### src/rtl/block_store.sv
// block_store: packs speculated subpaths into SpecCFA block memory as a {id,len} header followed by src/dest pairs.
// Latency: header one cycle after blk_start is accepted, 2 cycles per pair, blk_done >= 2*len+2 cycles after accept.
// Backpressure: blk_ready only in IDLE, ent_ready only in SRC. Option BLOCK_STORE_ENDMARK_EN adds a zero end-marker word.
module block_store #(
  parameter int         AW      = 16,
  parameter logic [7:0] MAX_LEN = 8'hFF
) (
  input  logic          clk,
  input  logic          rst,
  input  logic          clear,
  input  logic [AW-1:0] BLOCKMEM_size,
  input  logic          blk_start,
  input  logic [7:0]    blk_id,
  input  logic [7:0]    blk_len,
  output logic          blk_ready,
  input  logic          ent_valid,
  input  logic [15:0]   ent_src,
  input  logic [15:0]   ent_dest,
  output logic          ent_ready,
  output logic          mem_wen,
  output logic [AW-1:0] mem_addr,
  output logic [15:0]   mem_wdata,
  output logic [AW-1:0] write_base,
  output logic          blk_done,
  output logic          err
);

  localparam logic [2:0] S_IDLE = 3'd0;
  localparam logic [2:0] S_HDR  = 3'd1;
  localparam logic [2:0] S_SRC  = 3'd2;
  localparam logic [2:0] S_DEST = 3'd3;
  localparam logic [2:0] S_DONE = 3'd4;
`ifdef BLOCK_STORE_ENDMARK_EN
  localparam logic [2:0] S_MARK = 3'd5;
  localparam logic [2:0] S_TAIL = S_MARK;
`else
  localparam logic [2:0] S_TAIL = S_DONE;
`endif

  logic [2:0]    state;
  logic [7:0]    cnt;
  logic [AW-1:0] ptr;
  logic [AW:0]   end_q;
  logic [15:0]   dest_q;
  logic [AW:0]   end_calc;
  logic [AW:0]   size_ext;
  logic          fits;
  logic          len_ok;

  assign size_ext = {1'b0, BLOCKMEM_size};
  // One bit wider than the address so an oversized block cannot wrap into a false fit.
  assign end_calc = {1'b0, write_base} + {{(AW-8){1'b0}}, blk_len, 1'b0} + (AW+1)'(1);
  // With the end marker, end<size leaves room for it and end==size skips it, so both builds share end<=size.
  assign fits     = (end_calc <= size_ext);
  assign len_ok   = ({1'b0, blk_len} <= {1'b0, MAX_LEN});

  assign blk_ready = (state == S_IDLE);
  assign ent_ready = (state == S_SRC);

  always_ff @(posedge clk or posedge rst) begin
    if (rst) begin
      state      <= S_IDLE;
      write_base <= '0;
      cnt        <= '0;
      ptr        <= '0;
      end_q      <= '0;
      dest_q     <= '0;
      mem_wen    <= 1'b0;
      mem_addr   <= '0;
      mem_wdata  <= '0;
      blk_done   <= 1'b0;
      err        <= 1'b0;
    end else begin
      mem_wen  <= 1'b0;
      blk_done <= 1'b0;
      if (clear) begin
        state      <= S_IDLE;
        write_base <= '0;
        cnt        <= '0;
        err        <= 1'b0;
      end else begin
        case (state)
          S_IDLE: begin
            if (blk_start) begin
              if (!fits || !len_ok) begin
                err <= 1'b1;
              end else begin
                cnt       <= blk_len;
                end_q     <= end_calc;
                mem_wen   <= 1'b1;
                mem_addr  <= write_base;
                mem_wdata <= {blk_id, blk_len};
                state     <= S_HDR;
              end
            end
          end
          S_HDR: begin
            ptr   <= write_base + AW'(1);
            state <= (cnt == 8'd0) ? S_TAIL : S_SRC;
          end
          S_SRC: begin
            if (ent_valid) begin
              mem_wen   <= 1'b1;
              mem_addr  <= ptr;
              mem_wdata <= ent_src;
              dest_q    <= ent_dest;
              ptr       <= ptr + AW'(1);
              state     <= S_DEST;
            end
          end
          S_DEST: begin
            mem_wen   <= 1'b1;
            mem_addr  <= ptr;
            mem_wdata <= dest_q;
            ptr       <= ptr + AW'(1);
            cnt       <= cnt - 8'd1;
            state     <= (cnt == 8'd1) ? S_TAIL : S_SRC;
          end
`ifdef BLOCK_STORE_ENDMARK_EN
          S_MARK: begin
            if (end_q != size_ext) begin
              mem_wen   <= 1'b1;
              mem_addr  <= end_q[AW-1:0];
              mem_wdata <= '0;
            end
            state <= S_DONE;
          end
`endif
          S_DONE: begin
            blk_done   <= 1'b1;
            // Same wrap rule the fetcher applies when it reaches the end of memory.
            write_base <= (end_q == size_ext) ? '0 : end_q[AW-1:0];
            state      <= S_IDLE;
          end
          default: state <= S_IDLE;
        endcase
      end
    end
  end

endmodule

### config.mk
export PLATFORM = sky130hd
export DESIGN_NAME = block_store
export DESIGN_NICKNAME = d
export VERILOG_FILES = /design/src/rtl/block_store.sv
export SDC_FILE = /design/constraint.sdc
export NUM_CORES = 1
export LEC_CHECK = 0
export ABC_AREA = 1
export ABC_CLOCK_PERIOD_IN_PS = 6200
export CORE_ASPECT_RATIO = 0.7
export CORE_UTILIZATION = 25
export DETAILED_ROUTE_END_ITERATION = 8
export SETUP_SLACK_MARGIN = 0.3
export SYNTH_ARGS = -nofsm -noshare
export SYNTH_HDL_FRONTEND = slang
export SYNTH_SLANG_ARGS = --single-unit
### constraint.sdc
create_clock -name clk -period 6.2 [get_ports clk]
set_input_delay 1.24 -clock clk [delete_from_list [all_inputs] [get_ports clk]]
set_output_delay 1.24 -clock clk [all_outputs]
set_load 0.02 [all_outputs]
======== Word level (Yosys, flattened, before mapping) ========
Cells that the tools add are included.
word-level totals
  register bits ........................... 111
  input port bits ......................... 69
  output and inout bits ................... 53
  logic and storage cells ................. 81
operators by class
  add/subtract/negate cells ............... 5
  $lt $le $gt $ge ......................... 1
  equal/unequal tests ..................... 13
  multiplexer cells ....................... 35
  bitwise gates (word level) .............. 1
  reduce and logical (&&, ||, !) cells .... 15
operators with widths
  operator                                                                count
  16-bit 2-to-1 mux                                                       10
  16-bit case mux with 3 select lines                                     3
  16-bit by 1-bit adder with 16-bit output (second input constant)        2
  8-bit 2-to-1 mux                                                        3
  3-bit 2-to-1 mux                                                        6
  16-bit by 9-bit adder with 17-bit output                                1
  17-bit by 1-bit adder with 17-bit output (second input constant)        1
  17-bit by 16-bit equality test with 1-bit output                        1
  17-bit by 16-bit less-or-equal comparator with 1-bit output             1
  8-bit case mux with 2 select lines                                      1
  3-bit AND reduction                                                     5
  3-bit case mux with 4 select lines                                      1
  1-bit 2-to-1 mux                                                        10
  3-bit nonzero test                                                      3
  8-bit by 1-bit equality test with 1-bit output (second input constant)  1
  8-bit logical NOT                                                       1
  8-bit by 1-bit subtractor with 8-bit output (second input constant)     1
  3-bit by 2-bit equality test with 1-bit output (second input constant)  2
  2-bit inequality test (second input constant)                           3
  3-bit inequality test (second input constant)                           2
  2-bit nonzero test                                                      3
  5-bit AND reduction                                                     1
  4-bit AND reduction                                                     1
  3-bit by 1-bit equality test with 1-bit output (second input constant)  1
  6 further kinds                                                         6

======== Depth between registers and ports, before layout ========
  depth in word-level cells ............... 7
  depth in mapped cells ................... 23
  gate-level depth less buffers ........... 22

======== Worst setup path after synthesis ========
No wires, ideal clock.
  path type ............................... input to register
  from .................................... in blk_len[0]
  to ...................................... reg mem_addr[0]
  library setup time ...................... 117 ps
  arrival ................................. 3794 ps
  data required time ...................... 6083 ps
  path slack .............................. 2289 ps
  stages .................................. 22
  path buffers ............................ 1
  path through ............................ fa_1 > nand3_1 > nand3_1 > nand2_1 > nand3_1 > a21oi_1 > xor2_1 > inv_1 > ha_1 > a21oi_1 > nor3_1 > nor3_1 > nand2_1 > nand2_1 > nand2_1 > nand2_1 > nand2_2 > nand2_2 > nand2_4 > buf_4 > nand2_1 > nand2_1
on the way
  longest elaborated chain between the ends .. 5
RTL lines
  item                                                         line  text
  start, declared                                              14    input logic [7:0] blk_len,
  16-bit by 9-bit adder with 17-bit output                     52    assign end_calc = {1'b0, write_base} + {{(AW-8){1'b0}}, blk_len, 1'b0} + (AW+1)'(1);
  17-bit by 1-bit adder with 17-bit output                     52
  named net end_calc[10]                                       45    logic [AW:0] end_calc;
  17-bit by 16-bit less-or-equal comparator with 1-bit output  54    assign fits = (end_calc <= size_ext);
  2-bit by 1-bit inequality test with 1-bit output (no line)   --
  5-bit AND reduction (no line)                                --
  end signal, assigned                                         91    mem_addr <= write_base;
  end signal, assigned                                         104   mem_addr <= ptr;
  end signal, assigned                                         113   mem_addr <= ptr;
  end, declared                                                21    output logic [AW-1:0] mem_addr,
The timed path passes the listed nets, and every way through them passes these cells.
A chain may end at the register's enable or synchronous reset.

======== Worst setup path after layout ========
  from .................................... in blk_len[0]
  to ...................................... reg mem_addr[8]
The elaborated chain is that of the path after synthesis.

==> results.json <==
{
  "status": "finished clean",
  "synth_ff_type": "dfrtp_1",
  "peakVddDrop_mv": 0.144,
  "clock_sinks": 111,
  "grt_max_degree": 61,
  "grt_overflow": 0,
  "cts_root_buf": "clkbuf_16",
  "min-delay-start": "mem_wdata[10]$_DFFE_PP0P_",
  "grt_pass1_vias": 6132,
  "drt_iter0_drc": 479,
  "synth_common_cells": "287 x nand2_1, 111 x dfrtp_1, 94 x nand3_1, 86 x inv_1, 42 x nor2_1",
  "routed_wl_um": 20200,
  "r2r_start": "write_base[0]$_DFFE_PP0P_",
  "total_power_mw": 2.49,
  "final_area_sq_um": 8530,
  "h-tree-depth": 3,
  "required_ps": 6450,
  "layout-drive-gt1-share": 0.0826,
  "io_pins": 122,
  "cp-startpoint": "blk_len[0]",
  "synth_edf_count": 0,
  "routed-via-count": 6123,
  "coreArea_sq_um": 26000,
  "die_x_um": 197,
  "grt_pass1_wl_um": 33500,
  "timing.fmax_ghz": 0.203,
  "dp_hpwl_um": 15200,
  "synth.most_common_cell": "nand2_1",
  "post_cts_buffers": 0,
  "setup_viol": 0,
  "synthTopCellsByArea": "dfrtp_1 42%, nand2_1 16%, nand3_1 7.0%",
  "synth_cell_type_count": 45,
  "antenna_found_initial": 0,
  "hold_violations": 0,
  "async_reset_ff_frac": 1.00,
  "worstSetupEndpointType": "flip-flop",
  "drv_cap": 0,
  "synthCells": 877,
  "slowest_stage": "clkdlybuf4s50_1",
  "yosys_warnings": 0,
  "fin_util": 0.328,
  "antennaDiodeCount": 0,
  "yosysTopAreaCell": "dfrtp_1",
  "slew_viol_final": 0,
  "clk_pin_slew_worst_paths_ps": 70,
  "critPathKind": "input pin to flip-flop",
  "remaining_drc_errors": 0,
  "ys_ff_latch": 111,
  "ant_nets": 0,
  "rsz0062_at_grt": "false",
  "die_area_sq_um": 27400,
  "powerDensity_nw_per_um2": 292,
  "dp.cells": 1334,
  "finClkSkew_ps": 10.2,
  "whs_ps": 470,
  "place.gp.congestion": 0.898,
  "drt-pass1-iter-count": 5,
  "cp-start-kind": "input pin",
  "post-route-period-util": 0.794,
  "fin_ws_ps": 1280,
  "cts_buffers": 9,
  "tns_ps": 0,
  "cts_tree": "built",
  "area_growth_pct": 27.6,
  "period_needed_ps": 4920,
  "dp_slack_ps": 913,
  "track_usage": 0.155,
  "cp_max_fo": 33,
  "critPathArrivalTime_ps": 5170,
  "via_per_inst": 4.54,
  "leakage_nw": 4.24,
  "crit_path_cell_trace": "clkdlybuf4s50_1, fa_1, nand3_1, nand3_1, nand2_1, nand3_1, a21oi_1, xor2_1, inv_1, ha_1, a21oi_1, nor3_1, nor3_1, nand2_1, nand2_1, nand2_1, nand2_1, nand2_2, nand2_2, nand2_4, nand2_1, nand2_1",
  "synth_fp_nets": 974,
  "worstMarginPinSlew_ps": 802,
  "die_y_um": 139,
  "avgSynthCellArea_sq_um": 7.62,
  "final_nets": 1085,
  "synth.cell_area_sq_um": 6690,
  "place_area_sq_um": 8260,
  "hold_path.class": "flip-flop to flip-flop",
  "start_util": 0.257,
  "yosysTopAreaCellShare": 0.415,
  "clk_latency_ps": 360,
  "clk_path_buf_depth": 2,
  "cpMostUsedCell": "nand2_1",
  "wl_per_cell_um": 14.9,
  "maxSlewHeadroom": 0.466,
  "synth.yosys.seq_area_share": 0.415,
  "port_buffers": 121,
  "hold_buffers": 0,
  "instances_no_fill": 1350,
  "cts_resized": 0,
  "rows": 49,
  "slowest_delay_ps": 580
}
-- sequential cells by signal (all words and copies together) (netlist names) --
signal,cells
blk_done,1
cnt,8
dest_q,16
end_q,17
err,1
mem_addr,16
mem_wdata,16
mem_wen,1
ptr,16
state,3
write_base,16
-- cell families after synthesis --
logic type | synth area share
compound gates | 0.0803
buf+inv | 0.0773
simple gates | 0.311
fa+ha+maj | 0.0535
flops | 0.415
xor+xnor | 0.0354
mux | 0.0270
-- report_power, final --
group / switching, mW / total (mW) / internal (mW)
combinational: 0.499 / 0.868 / 0.368
sequential: 0.135 / 1.06 / 0.923
clock: 0.284 / 0.569 / 0.285
total: 0.918 / 2.49 / 1.58
-- layout make-up --
class	instances	area [sq um]
Timing Repair Buffer	128	1260
Clock buffer	11	243
Tap cell	357	447
Inverter	99	374
Fill cell	2851	17500
Sequential cell	111	2780
Clock inverter	5	32.5
Multi-Input combinational cell	639	3390
-- metal layers --
layer  wire, um  track usage  vias to the layer above
met3       1760       0.0489                       11
met4        160       0.0347                        0
met2       8340        0.222                      185
li1           -            -                     3058
met5          0            0                        -
met1       9900        0.226                     2869
-- placed cells by master, fill, tap and decap left out, types with 3 or more instances in the layout --
| master | count |
|---|---|
| nor2_2 | 3 |
| dfrtp_1 | 111 |
| clkinv_2 | 3 |
| a21oi_1 | 21 |
| o31ai_1 | 3 |
| buf_4 | 7 |
| a31oi_1 | 5 |
| nand2_1 | 287 |
| nand3b_1 | 3 |
| nand2_2 | 7 |
| o21ai_1 | 12 |
| nor3_2 | 3 |
| o21ai_0 | 34 |
| nor2_4 | 4 |
| mux2_2 | 16 |
| xor2_1 | 23 |
| nor2_1 | 41 |
| nor3_1 | 11 |
| inv_2 | 13 |
| xnor2_1 | 4 |
| clkbuf_16 | 9 |
| o21ai_2 | 5 |
| clkdlybuf4s50_1 | 121 |
| nand4_1 | 10 |
| ha_1 | 27 |
| inv_1 | 85 |
| nand3_1 | 94 |
-- path summary, 6_finish.rpt --
kind	to	slack, ps	cells past startpoint
max	mem_addr[8]$_DFFE_PP0P_	1280	22
min	mem_wdata[10]$_DFFE_PP0P_	470	2
max reg2reg	mem_addr[8]$_DFFE_PP0P_	2300	21
min reg2reg	mem_wdata[10]$_DFFE_PP0P_	470	2
max in group asynchronous	dest_q[3]$_DFFE_PP0P_	3570	3
min in group asynchronous	mem_addr[13]$_DFFE_PP0P_	1350	2
-- worst max-delay path: cells and delay by family --
family / cells / cell delay (ps)
AND/OR/NAND/NOR: 15 / 1850
adder cells (fa/ha/maj): 2 / 800
buffers and inverters: 2 / 640
AO/OA/AOI/OAI: 2 / 360
XOR/XNOR: 1 / 220
Note: power is estimated with default switching activity, not from simulation.
